## src/rtl/ppu_bg_fetch_sequencer_pkg.sv

```systemverilog
// Shared definitions for the background fetch sequencer: fetch phases, default
// VRAM layout constants and the attribute quadrant selector.
package ppu_bg_fetch_sequencer_pkg;

  typedef enum logic [2:0] {
    PhNtAddr  = 3'd0,
    PhNtRead  = 3'd1,
    PhAtAddr  = 3'd2,
    PhAtRead  = 3'd3,
    PhPtlAddr = 3'd4,
    PhPtlRead = 3'd5,
    PhPthAddr = 3'd6,
    PhPthRead = 3'd7
  } phase_e;

  localparam logic [13:0] NtBaseDefault   = 14'h2000;
  localparam logic [9:0]  AtOffsetDefault = 10'h3C0;

  // Each attribute byte covers a 4x4-tile block; {coarse_y[1], coarse_x[1]} picks its 2x2 quadrant.
  function automatic logic [1:0] at_quadrant(input logic [7:0] data, input logic cy1,
                                             input logic cx1);
    logic [1:0] sel;
    logic [1:0] res;
    sel = {cy1, cx1};
    unique case (sel)
      2'b00:   res = data[1:0];
      2'b01:   res = data[3:2];
      2'b10:   res = data[5:4];
      default: res = data[7:6];
    endcase
    return res;
  endfunction

endpackage

```

## src/rtl/ppu_bg_fetch_sequencer_tile_stream.sv

```systemverilog
// Holds the last completed tile and presents it one bit per dot to the four
// background Shift8 registers, leftmost pixel first.
module ppu_bg_fetch_sequencer_tile_stream (
  input  logic       clk,
  input  logic       reset,
  input  logic       restart,
  input  logic       enable,
  input  logic       capture,
  input  logic [7:0] pat_lo,
  input  logic [7:0] pat_hi,
  input  logic [1:0] attr,
  input  logic [2:0] phase,
  output logic       shift,
  output logic       load,
  output logic       pat_lo_bit,
  output logic       pat_hi_bit,
  output logic       attr_lo_bit,
  output logic       attr_hi_bit
);

  logic [7:0] lo_q;
  logic [7:0] hi_q;
  logic [1:0] attr_q;
  logic       valid_q;
  logic [2:0] bit_idx;

  always_ff @(posedge clk) begin
    if (reset || restart) begin
      lo_q    <= '0;
      hi_q    <= '0;
      attr_q  <= '0;
      valid_q <= 1'b0;
    end else if (capture) begin
      lo_q    <= pat_lo;
      hi_q    <= pat_hi;
      attr_q  <= attr;
      valid_q <= 1'b1;
    end
  end

  // Until the first tile after a restart is captured, load stays low so Shift8 fills with zeros.
  assign shift       = enable & ~restart & ~reset;
  assign load        = shift & valid_q;
  assign bit_idx     = 3'd7 - phase;
  assign pat_lo_bit  = lo_q[bit_idx];
  assign pat_hi_bit  = hi_q[bit_idx];
  assign attr_lo_bit = attr_q[0];
  assign attr_hi_bit = attr_q[1];

endmodule

```

## src/rtl/ppu_bg_fetch_sequencer.sv

```systemverilog
// PPU background fetch sequencer: 8-dot NT/AT/pattern fetch slots feeding a serial tile stream.
// Define PPU_BG_FETCH_DEBUG_EN to add the registered o_debug_tile snapshot output.
module ppu_bg_fetch_sequencer
  import ppu_bg_fetch_sequencer_pkg::*;
#(
  parameter logic [13:0] NT_BASE   = NtBaseDefault,
  parameter logic [9:0]  AT_OFFSET = AtOffsetDefault
) (
  input  logic        i_clk,
  input  logic        i_reset,
  input  logic        i_enable,
  input  logic        i_restart,
  input  logic [4:0]  i_coarse_x,
  input  logic [4:0]  i_coarse_y,
  input  logic [2:0]  i_fine_y,
  input  logic [1:0]  i_nametable_sel,
  input  logic        i_pattern_sel,
  input  logic [7:0]  i_vram_data,
  output logic [13:0] o_vram_addr,
  output logic        o_vram_rd,
  output logic        o_shift,
  output logic        o_load,
  output logic        o_pat_lo_bit,
  output logic        o_pat_hi_bit,
  output logic        o_attr_lo_bit,
  output logic        o_attr_hi_bit,
  output logic        o_tile_done,
  output logic [2:0]  o_phase
`ifdef PPU_BG_FETCH_DEBUG_EN
  ,
  output logic [31:0] o_debug_tile
`endif
);

  phase_e     phase_q, phase_d;
  logic [7:0] nt_q, nt_d;
  logic [1:0] at_q, at_d;
  logic [7:0] ptl_q, ptl_d;
  logic [7:0] pth_q, pth_d;
  logic       capture;
  logic [13:0] nt_page;

  assign nt_page = NT_BASE | {2'b00, i_nametable_sel, 10'b0};

  always_comb begin
    phase_d     = phase_q;
    nt_d        = nt_q;
    at_d        = at_q;
    ptl_d       = ptl_q;
    pth_d       = pth_q;
    o_vram_addr = '0;
    o_vram_rd   = 1'b0;
    o_tile_done = 1'b0;
    if (i_restart) begin
      phase_d = PhNtAddr;
      nt_d    = '0;
      at_d    = '0;
      ptl_d   = '0;
      pth_d   = '0;
    end else if (i_enable) begin
      phase_d = phase_e'(phase_q + 3'd1);
      unique case (phase_q)
        PhNtAddr: begin
          o_vram_addr = nt_page | {4'b0, i_coarse_y, i_coarse_x};
          o_vram_rd   = 1'b1;
        end
        PhNtRead: nt_d = i_vram_data;
        PhAtAddr: begin
          o_vram_addr = nt_page | {4'b0, AT_OFFSET} | {8'b0, i_coarse_y[4:2], i_coarse_x[4:2]};
          o_vram_rd   = 1'b1;
        end
        PhAtRead: at_d = at_quadrant(i_vram_data, i_coarse_y[1], i_coarse_x[1]);
        PhPtlAddr: begin
          o_vram_addr = {1'b0, i_pattern_sel, nt_q, 1'b0, i_fine_y};
          o_vram_rd   = 1'b1;
        end
        PhPtlRead: ptl_d = i_vram_data;
        PhPthAddr: begin
          o_vram_addr = {1'b0, i_pattern_sel, nt_q, 1'b1, i_fine_y};
          o_vram_rd   = 1'b1;
        end
        PhPthRead: begin
          pth_d       = i_vram_data;
          o_tile_done = 1'b1;
        end
        default: ;
      endcase
    end
    // Reset dominates: keep the bus and strobes quiet while it is held.
    if (i_reset) begin
      o_vram_addr = '0;
      o_vram_rd   = 1'b0;
      o_tile_done = 1'b0;
    end
  end

  always_ff @(posedge i_clk) begin
    if (i_reset) begin
      phase_q <= PhNtAddr;
      nt_q    <= '0;
      at_q    <= '0;
      ptl_q   <= '0;
      pth_q   <= '0;
    end else begin
      phase_q <= phase_d;
      nt_q    <= nt_d;
      at_q    <= at_d;
      ptl_q   <= ptl_d;
      pth_q   <= pth_d;
    end
  end

  assign o_phase = phase_q;
  // The high pattern byte is taken straight off the bus so the tile is complete on the phase-7 edge.
  assign capture = i_enable & ~i_restart & ~i_reset & (phase_q == PhPthRead);

  ppu_bg_fetch_sequencer_tile_stream u_stream (
    .clk         (i_clk),
    .reset       (i_reset),
    .restart     (i_restart),
    .enable      (i_enable),
    .capture     (capture),
    .pat_lo      (ptl_q),
    .pat_hi      (i_vram_data),
    .attr        (at_q),
    .phase       (phase_q),
    .shift       (o_shift),
    .load        (o_load),
    .pat_lo_bit  (o_pat_lo_bit),
    .pat_hi_bit  (o_pat_hi_bit),
    .attr_lo_bit (o_attr_lo_bit),
    .attr_hi_bit (o_attr_hi_bit)
  );

`ifdef PPU_BG_FETCH_DEBUG_EN
  logic [31:0] debug_q;

  always_ff @(posedge i_clk) begin
    if (i_reset || i_restart) begin
      debug_q <= '0;
    end else begin
      debug_q <= {nt_q, 6'b0, at_q, ptl_q, pth_q};
    end
  end

  assign o_debug_tile = debug_q;
`endif

endmodule
```

## config.mk

```make
export PLATFORM = sky130hd
export DESIGN_NAME = ppu_bg_fetch_sequencer
export DESIGN_NICKNAME = d
export VERILOG_FILES = /design/src/rtl/ppu_bg_fetch_sequencer_pkg.sv /design/src/rtl/ppu_bg_fetch_sequencer_tile_stream.sv /design/src/rtl/ppu_bg_fetch_sequencer.sv
export SDC_FILE = /design/constraint.sdc
export NUM_CORES = 1
export LEC_CHECK = 0
export BUFFER_PORTS_ARGS = -buffer_cell sky130_fd_sc_hd__buf_4
export CAP_MARGIN = 20
export CORE_MARGIN = 2
export CORE_UTILIZATION = 49
export CTS_BUF_LIST = sky130_fd_sc_hd__clkbuf_4 sky130_fd_sc_hd__clkbuf_8
export CTS_CLUSTER_SIZE = 24
export DETAILED_ROUTE_END_ITERATION = 16
export PLACE_DENSITY_LB_ADDON = 0.12
export REMOVE_ABC_BUFFERS = 1
export SETUP_SLACK_MARGIN = 0.4
export SYNTH_ARGS = -nofsm -noshare
export SYNTH_HDL_FRONTEND = slang
export SYNTH_SLANG_ARGS = --single-unit
```

## constraint.sdc

```tcl
create_clock -name i_clk -period 1.5 [get_ports i_clk]
set_input_delay 0.3 -clock i_clk [delete_from_list [all_inputs] [get_ports i_clk]]
set_output_delay 0.3 -clock i_clk [all_outputs]
set_load 0.005 [all_outputs]
```

==> results of run 1 <==
logic make-up (layout without fill, tap and decap cells):
family | count (synthesis) | after routing | share of synthesized area (%)
buffers and inverters | 26 | 121 | 6.70
xor gates and xnor gates | 1 | 1 | 0.447
muxes | 25 | 25 | 17.4
adders and majority gates | 6 | 6 | 3.83
AOI/OAI and AO/OA | 38 | 38 | 12.1
and+or+nand+nor | 89 | 89 | 18.8
DFF | 40 | 40 | 40.8
per-layer routing:
| metal | share of wire [%] | GRT usage, % | vias up |
|---|---|---|---|
| li1 | - | - | 963 |
| met1 | 38 | 37.0 | 1064 |
| met2 | 51 | 49.3 | 125 |
| met3 | 7.3 | 5.17 | 32 |
| met4 | 3.8 | 8.67 | 0 |
| met5 | 0 | 0 | - |
cell usage after synthesis:
cell type / number
buf_6: 1
nand2_1: 47
xnor2_1: 1
a211oi_1: 1
mux2i_1: 19
and4bb_2: 1
mux4_2: 2
clkbuf_2: 1
a221oi_1: 9
o21ai_0: 23
nor3_1: 5
or2_2: 1
nor2_1: 29
nand3_2: 1
o211ai_2: 1
buf_2: 5
nand3b_1: 1
inv_1: 9
nand3_1: 3
clkinv_1: 1
a21o_1: 1
mux4_1: 4
clkbuf_1: 4
dfxtp_1: 40
buf_4: 5
ha_1: 6
and3_1: 1
a21oi_1: 3
worst min-delay path by stage:
stage / startpoint / to / cells after the start
finish: i_vram_data[6] / u_stream.hi_q[6]$_SDFFE_PP0P_ / 3
global placement: u_stream.valid_q$_SDFFE_PP0P_ / u_stream.valid_q$_SDFFE_PP0P_ / 1
CTS: i_vram_data[3] / u_stream.hi_q[3]$_SDFFE_PP0P_ / 3
detailed placement: u_stream.valid_q$_SDFFE_PP0P_ / u_stream.valid_q$_SDFFE_PP0P_ / 1
global route: i_vram_data[4] / u_stream.hi_q[4]$_SDFFE_PP0P_ / 3
floorplan: i_enable / o_phase[2]$_SDFFE_PP0P_ / 1
tightest hold or removal path, cell delays in order:
cell,delay (ns)
buf_4,0.11
nand2_2,0.04
o21ai_1,0.05
where the power goes:
part           switching [uW]  total [uW]  internal, uW
clock                     419         795           377
combinational             200         423           222
sequential               7.04        1070          1060
through the flow:
stage	util [%]	instance area (um^2)	setup slack [ns]	setup TNS (ns)
after global routing	89.8	3360	-0.495	-20.14
after CTS	79.9	2990	-0.364	-10.51
after detailed placement	67.6	2530	-0.199	-3.60
final	89.8	3360	-0.475	-18.90
after floorplan	-	1870	-0.450	-12.79
after global placement	67.6	2530	-0.141	-2.66
layout make-up:
cell class | count | area (um^2) | share of cell area (%)
Multi-Input combinational cell | 159 | 1300 | 38.7
Tap cell | 48 | 60.1 | 1.79
Inverter | 10 | 56.3 | 1.68
Timing Repair Buffer | 103 | 1040 | 30.8
Clock buffer | 6 | 82.6 | 2.46
Clock inverter | 2 | 13.8 | 0.410
Sequential cell | 40 | 812 | 24.2
flip-flops by register name, indices dropped and copies added (netlist names):
register,count
u_stream.hi_q,8
ptl_q,8
nt_q,8
u_stream.valid_q,1
o_phase,3
u_stream.attr_q,2
u_stream.lo_q,8
at_q,2
timing repair:
action | in CTS | in global routing
pin swaps | 18 | 21
resized for setup | 74 | 69
setup buffers | 14 | 8
cloned | 0 | 4
hold buffers | 0 | 0
hold endpoints to repair | 0 | 0
setup endpoints to repair | 61 | 61
==> run metrics, run 1 <==
Post-layout nets 353; outcome complete, but fails checks; starting density of the core 52.4%; RSZ-0062 raised after global routing yes; die extent in y 67.3 um; # port buffers 52; final worst-path setup slack -0.475 ns; CTS tree built; IO Pins 53; Startpoint Class register; Max Buffers Root-to-Sink 2; area share of the leading cell type in the synthesized netlist 40.8%; Final Cycle Share 132%; # DRC 0; CP Capture Type output port; Bufs and invs on worst path 3; RR Startpoint o_phase[0]$_SDFFE_PP0P_; global-route wire length before repair 9.48 mm; Pwr Total 2290 uW; Detail Route Antenna Nets 0; Critical path origin o_phase[0]$_SDFFE_PP0P_; post-synthesis cell type count 28; R2R Path End nt_q[0]$_SDFFE_PP0P_; DIE AREA 4520 um^2; vias in the first global route 1912; failing checks setup timing; worst path arrival time 1.68 ns; critical path cell sequence inv_4, ha_4, o211ai_2, buf_6, nor3_2, buf_4; P_leak 0.00147 uW; GP Congestion 0.857; WS Path Type reg -> out; synth top area cells dfxtp_1 41%, mux2i_1 9.7%, nand2_1 9.0%, o21ai_0 5.9%, nor2_1 5.6%; Max Slew Vio Count 0; TritonCTS buffer count 5; Avg Inst Size Synth 8.71 um^2; worst hold path class in -> reg; commonest cells after routing, fill and taps aside 61 x buf_4, 37 x dfxtp_1, 36 x nand2_1; crit-path leading delay family buffers and inverters; Avg WL per Cell 22.3 um; cell taking the most area after synthesis dfxtp_1; Root Buffer clkbuf_8; std cell rows 22; Power Density 681 nW/um^2; internal reg-to-reg setup slack -0.45 ns; non-filler cells in the finished layout 368; MaxCap Viol Count 0; Synth Register Bits 40; fin crit period 1.98 ns; mapped cell area 1960 um^2; critical path's largest stage delay 0.38 ns; synth warn 0; via count 2184; Max VDD drop 0.711 mV; die span in x 67.3 um; Layout area overhead 71.4%; WP depth 6; GR Overflow Total 0; cell count after placement 334; Setup violations, final 54; Final Hold Viols 0; Critical Path End o_vram_addr[5]; r2r worst-path depth 11; fillers 152; Initial DRT Pass Iterations 4; drt total wl 8.22 mm; Crit-path slowest cell dfxtp_4; CTS sink cnt 40; Hold WS 0.241 ns; layout cell share with drive strength beyond 1 53.4%; CP required 1.20 ns; crit-path max FO 10; GRT Resource Usage Total 28.8%; area of the core 3740 um^2; largest net degree at the start of global routing 19; post-DP HPWL 3.72 mm; Post-Syn Instances 225; n_diodes 0; Slew HR 82.0%; Worst-path clk slew 0.09 ns; Worst-Skew Late Latency 0.30 ns; commonest non-fill, non-tap cell in the layout buf_4; worst slew pin tran 0.269 ns; clock skew 0.00941 ns; Starting DRT DRC Count 225; initial antenna violation count 0; Seq/Total Area, Yosys 40.8%; Via-to-Cell Ratio 5.93; H-tree depth 2; fmax 506 MHz
(Power assumes the default switching activity.)
==> inputs of run 2 (changes only) <==
==> constraint.sdc (replaced) <==
create_clock -name i_clk -period 1.8 [get_ports i_clk]
set_input_delay 0.36 -clock i_clk [delete_from_list [all_inputs] [get_ports i_clk]]
set_output_delay 0.36 -clock i_clk [all_outputs]
set_load 0.005 [all_outputs]
==> run 2 against run 1 <==
  * The run still ends with setup timing left
  * Critical path type unchanged
  * Total power shrank 14%
  * Sequential power shrank 17%
  * Final cell count shrank 3.8%
  * Highest routed layer unchanged
==> run metrics, run 2 (synthesis gave the netlist of run 1 again) <==
Layout area overhead 60.9%; # DRC 0; worst hold path class in -> reg; RSZ-0062 raised after global routing yes; std cell rows 22; P_sw 509 uW; clock skew 0.0140 ns; fin crit period 2.00 ns; Final Hold Viols 0; final worst-path setup slack -0.202 ns; post-DP HPWL 3.59 mm; critical path's largest stage delay 0.37 ns; MaxCap Viol Count 0; crit-path max FO 6; via count 2072; Critical path origin o_phase[0]$_SDFFE_PP0P_; Detail Route Antenna Nets 0; die extent in y 67.3 um; Slew HR 69.8%; GP Congestion 0.867; Max Slew Vio Count 0; GR Util met1 35.0%; vias in the first global route 1685; Post-layout nets 339; initial antenna violation count 0; Setup TNS -1.93 ns; WS Path Type reg -> out; IO Pins 53; RR Startpoint o_phase[1]$_SDFFE_PP0P_; met2 global-route usage 39.2%; failing checks setup timing; GRT Max-Usage Layer met2; layout cell share with drive strength beyond 1 52.6%; TritonCTS buffer count 5; final instance area 3150 um^2; Root Buffer clkbuf_8; # port buffers 52; CTS tree built; dpl cell area 2410 um^2; Worst-path clk slew 0.09 ns; P_leak 0.00139 uW; commonest cells after routing, fill and taps aside 56 x buf_4, 37 x dfxtp_1, 28 x nor2_1; Setup violations, final 18; worst path arrival time 1.64 ns; Crit-path slowest cell dfxtp_4; H-tree depth 2; GRT Resource Usage Total 25.4%; clock group share of total power 39.2%; Bufs and invs on worst path 3; Max VDD drop 0.776 mV; drt total wl 7.38 mm; CP Capture Type output port; DIE AREA 4520 um^2; Starting DRT DRC Count 293; Max Buffers Root-to-Sink 2; die span in x 67.3 um; CP required 1.44 ns; critical path cell sequence inv_2, ha_4, o211ai_4, buf_6, nor3_1, buf_4; outcome complete, but fails checks; global-route wire length before repair 8.40 mm; Power Density 621 nW/um^2; Worst-Skew Late Latency 0.31 ns; largest net degree at the start of global routing 22; commonest non-fill, non-tap cell in the layout buf_4; fmax 499 MHz; Final Cycle Share 111%; area of the core 3740 um^2; n_diodes 0; grt met3 use 5.67%; CTS sink cnt 40; Power Internal 1450 uW; crit-path leading delay family buffers and inverters; Initial DRT Pass Iterations 4; Hold Path Origin i_vram_data[7]; worst slew pin tran 0.453 ns; Sw Ratio 26.0%; starting density of the core 52.4%; Via-to-Cell Ratio 5.85; cell count after placement 322; Startpoint Class register; GR Overflow Total 0; sequential power share 45.5%; non-filler cells in the finished layout 354; Logic pwr share 15.4%; Avg WL per Cell 20.9 um
-- run 2: cell types whose count changed in the layout (fill, tap and decap cells not counted), moves of 2 or more --
cell	delta
nand2_2	+10
ha_2	-2
buf_4	-5
buf_6	-4
o21ai_1	+2
clkbuf_16	-3
a221oi_1	+2
a221oi_2	-3
buf_12	-3
inv_2	+2
nand2_1	-10
nor3_2	+2
-- run 2: what timing repair did --
item / in CTS / in global routing
endpoints found under the setup margin: 59 / 58
pin swaps: 5 / 21
resized for setup: 41 / 96
cloned: 2 / 2
hold buffers: 0 / 0
buffers inserted: 7 / 13
-- run 2: final cells by class --
cell class	instances	area, um^2
multi-input cells	159	1310
fillers	220	589
clock inverters	3	42.5
clock buffers	5	68.8
well taps	48	60.1
flip-flops and latches	40	812
inverters	10	41.3
repair buffers	89	823
-- run 2: worst reg2reg max path: stages, from the launching register on --
cell and delay (ns):
dfxtp_4 0.38, buf_6 0.13, ha_4 0.16, ha_4 0.15
and4bb_2 0.28, buf_6 0.14, buf_8 0.13, buf_6 0.13
a21o_1 0.16
-- run 2: worst paths after layout --
| check | endpoint | slack, ns | cells after the start |
|---|---|---|---|
| worst min register to register | u_stream.lo_q[2]$_SDFFE_PP0P_ | 0.45 | 2 |
| worst min-delay path | u_stream.hi_q[7]$_SDFFE_PP0P_ | 0.29 | 3 |
| worst max-delay path | o_vram_addr[1] | -0.20 | 6 |
| worst max register to register | u_stream.valid_q$_SDFFE_PP0P_ | 0.03 | 8 |
-- run 2: metal layers --
layer / part of all wire [%] / vias up
li1: - / 934
met1: 38 / 1002
met2: 51 / 113
met3: 7.5 / 23
met4: 3.4 / 0
met5: 0 / -
-- run 2: metrics by stage --
| stage | total power (uW) | hold WS, ns | setup WS (ns) | utilization [%] |
|---|---|---|---|---|
| after detailed placement | 1110 | 0.436 | 0.00643 | 64.5 |
| after global placement | 1110 | 0.426 | -0.000166 | 64.5 |
| final | 1960 | 0.288 | -0.202 | 84.3 |
| after global routing | 2000 | 0.304 | -0.244 | 84.3 |
| after CTS | 1860 | 0.294 | -0.126 | 71.8 |
| after floorplan | 991 | 0.418 | -0.270 | - |
-- run 2: power groups by stage --
stage / clock, uW / combinational, uW / sequential [uW]
CTS: 756 / 213 / 893
detailed placement: 0 / 194 / 914
finish: 767 / 301 / 890
global placement: 0 / 193 / 914
floorplan: 0 / 73.1 / 918
global route: 795 / 316 / 891
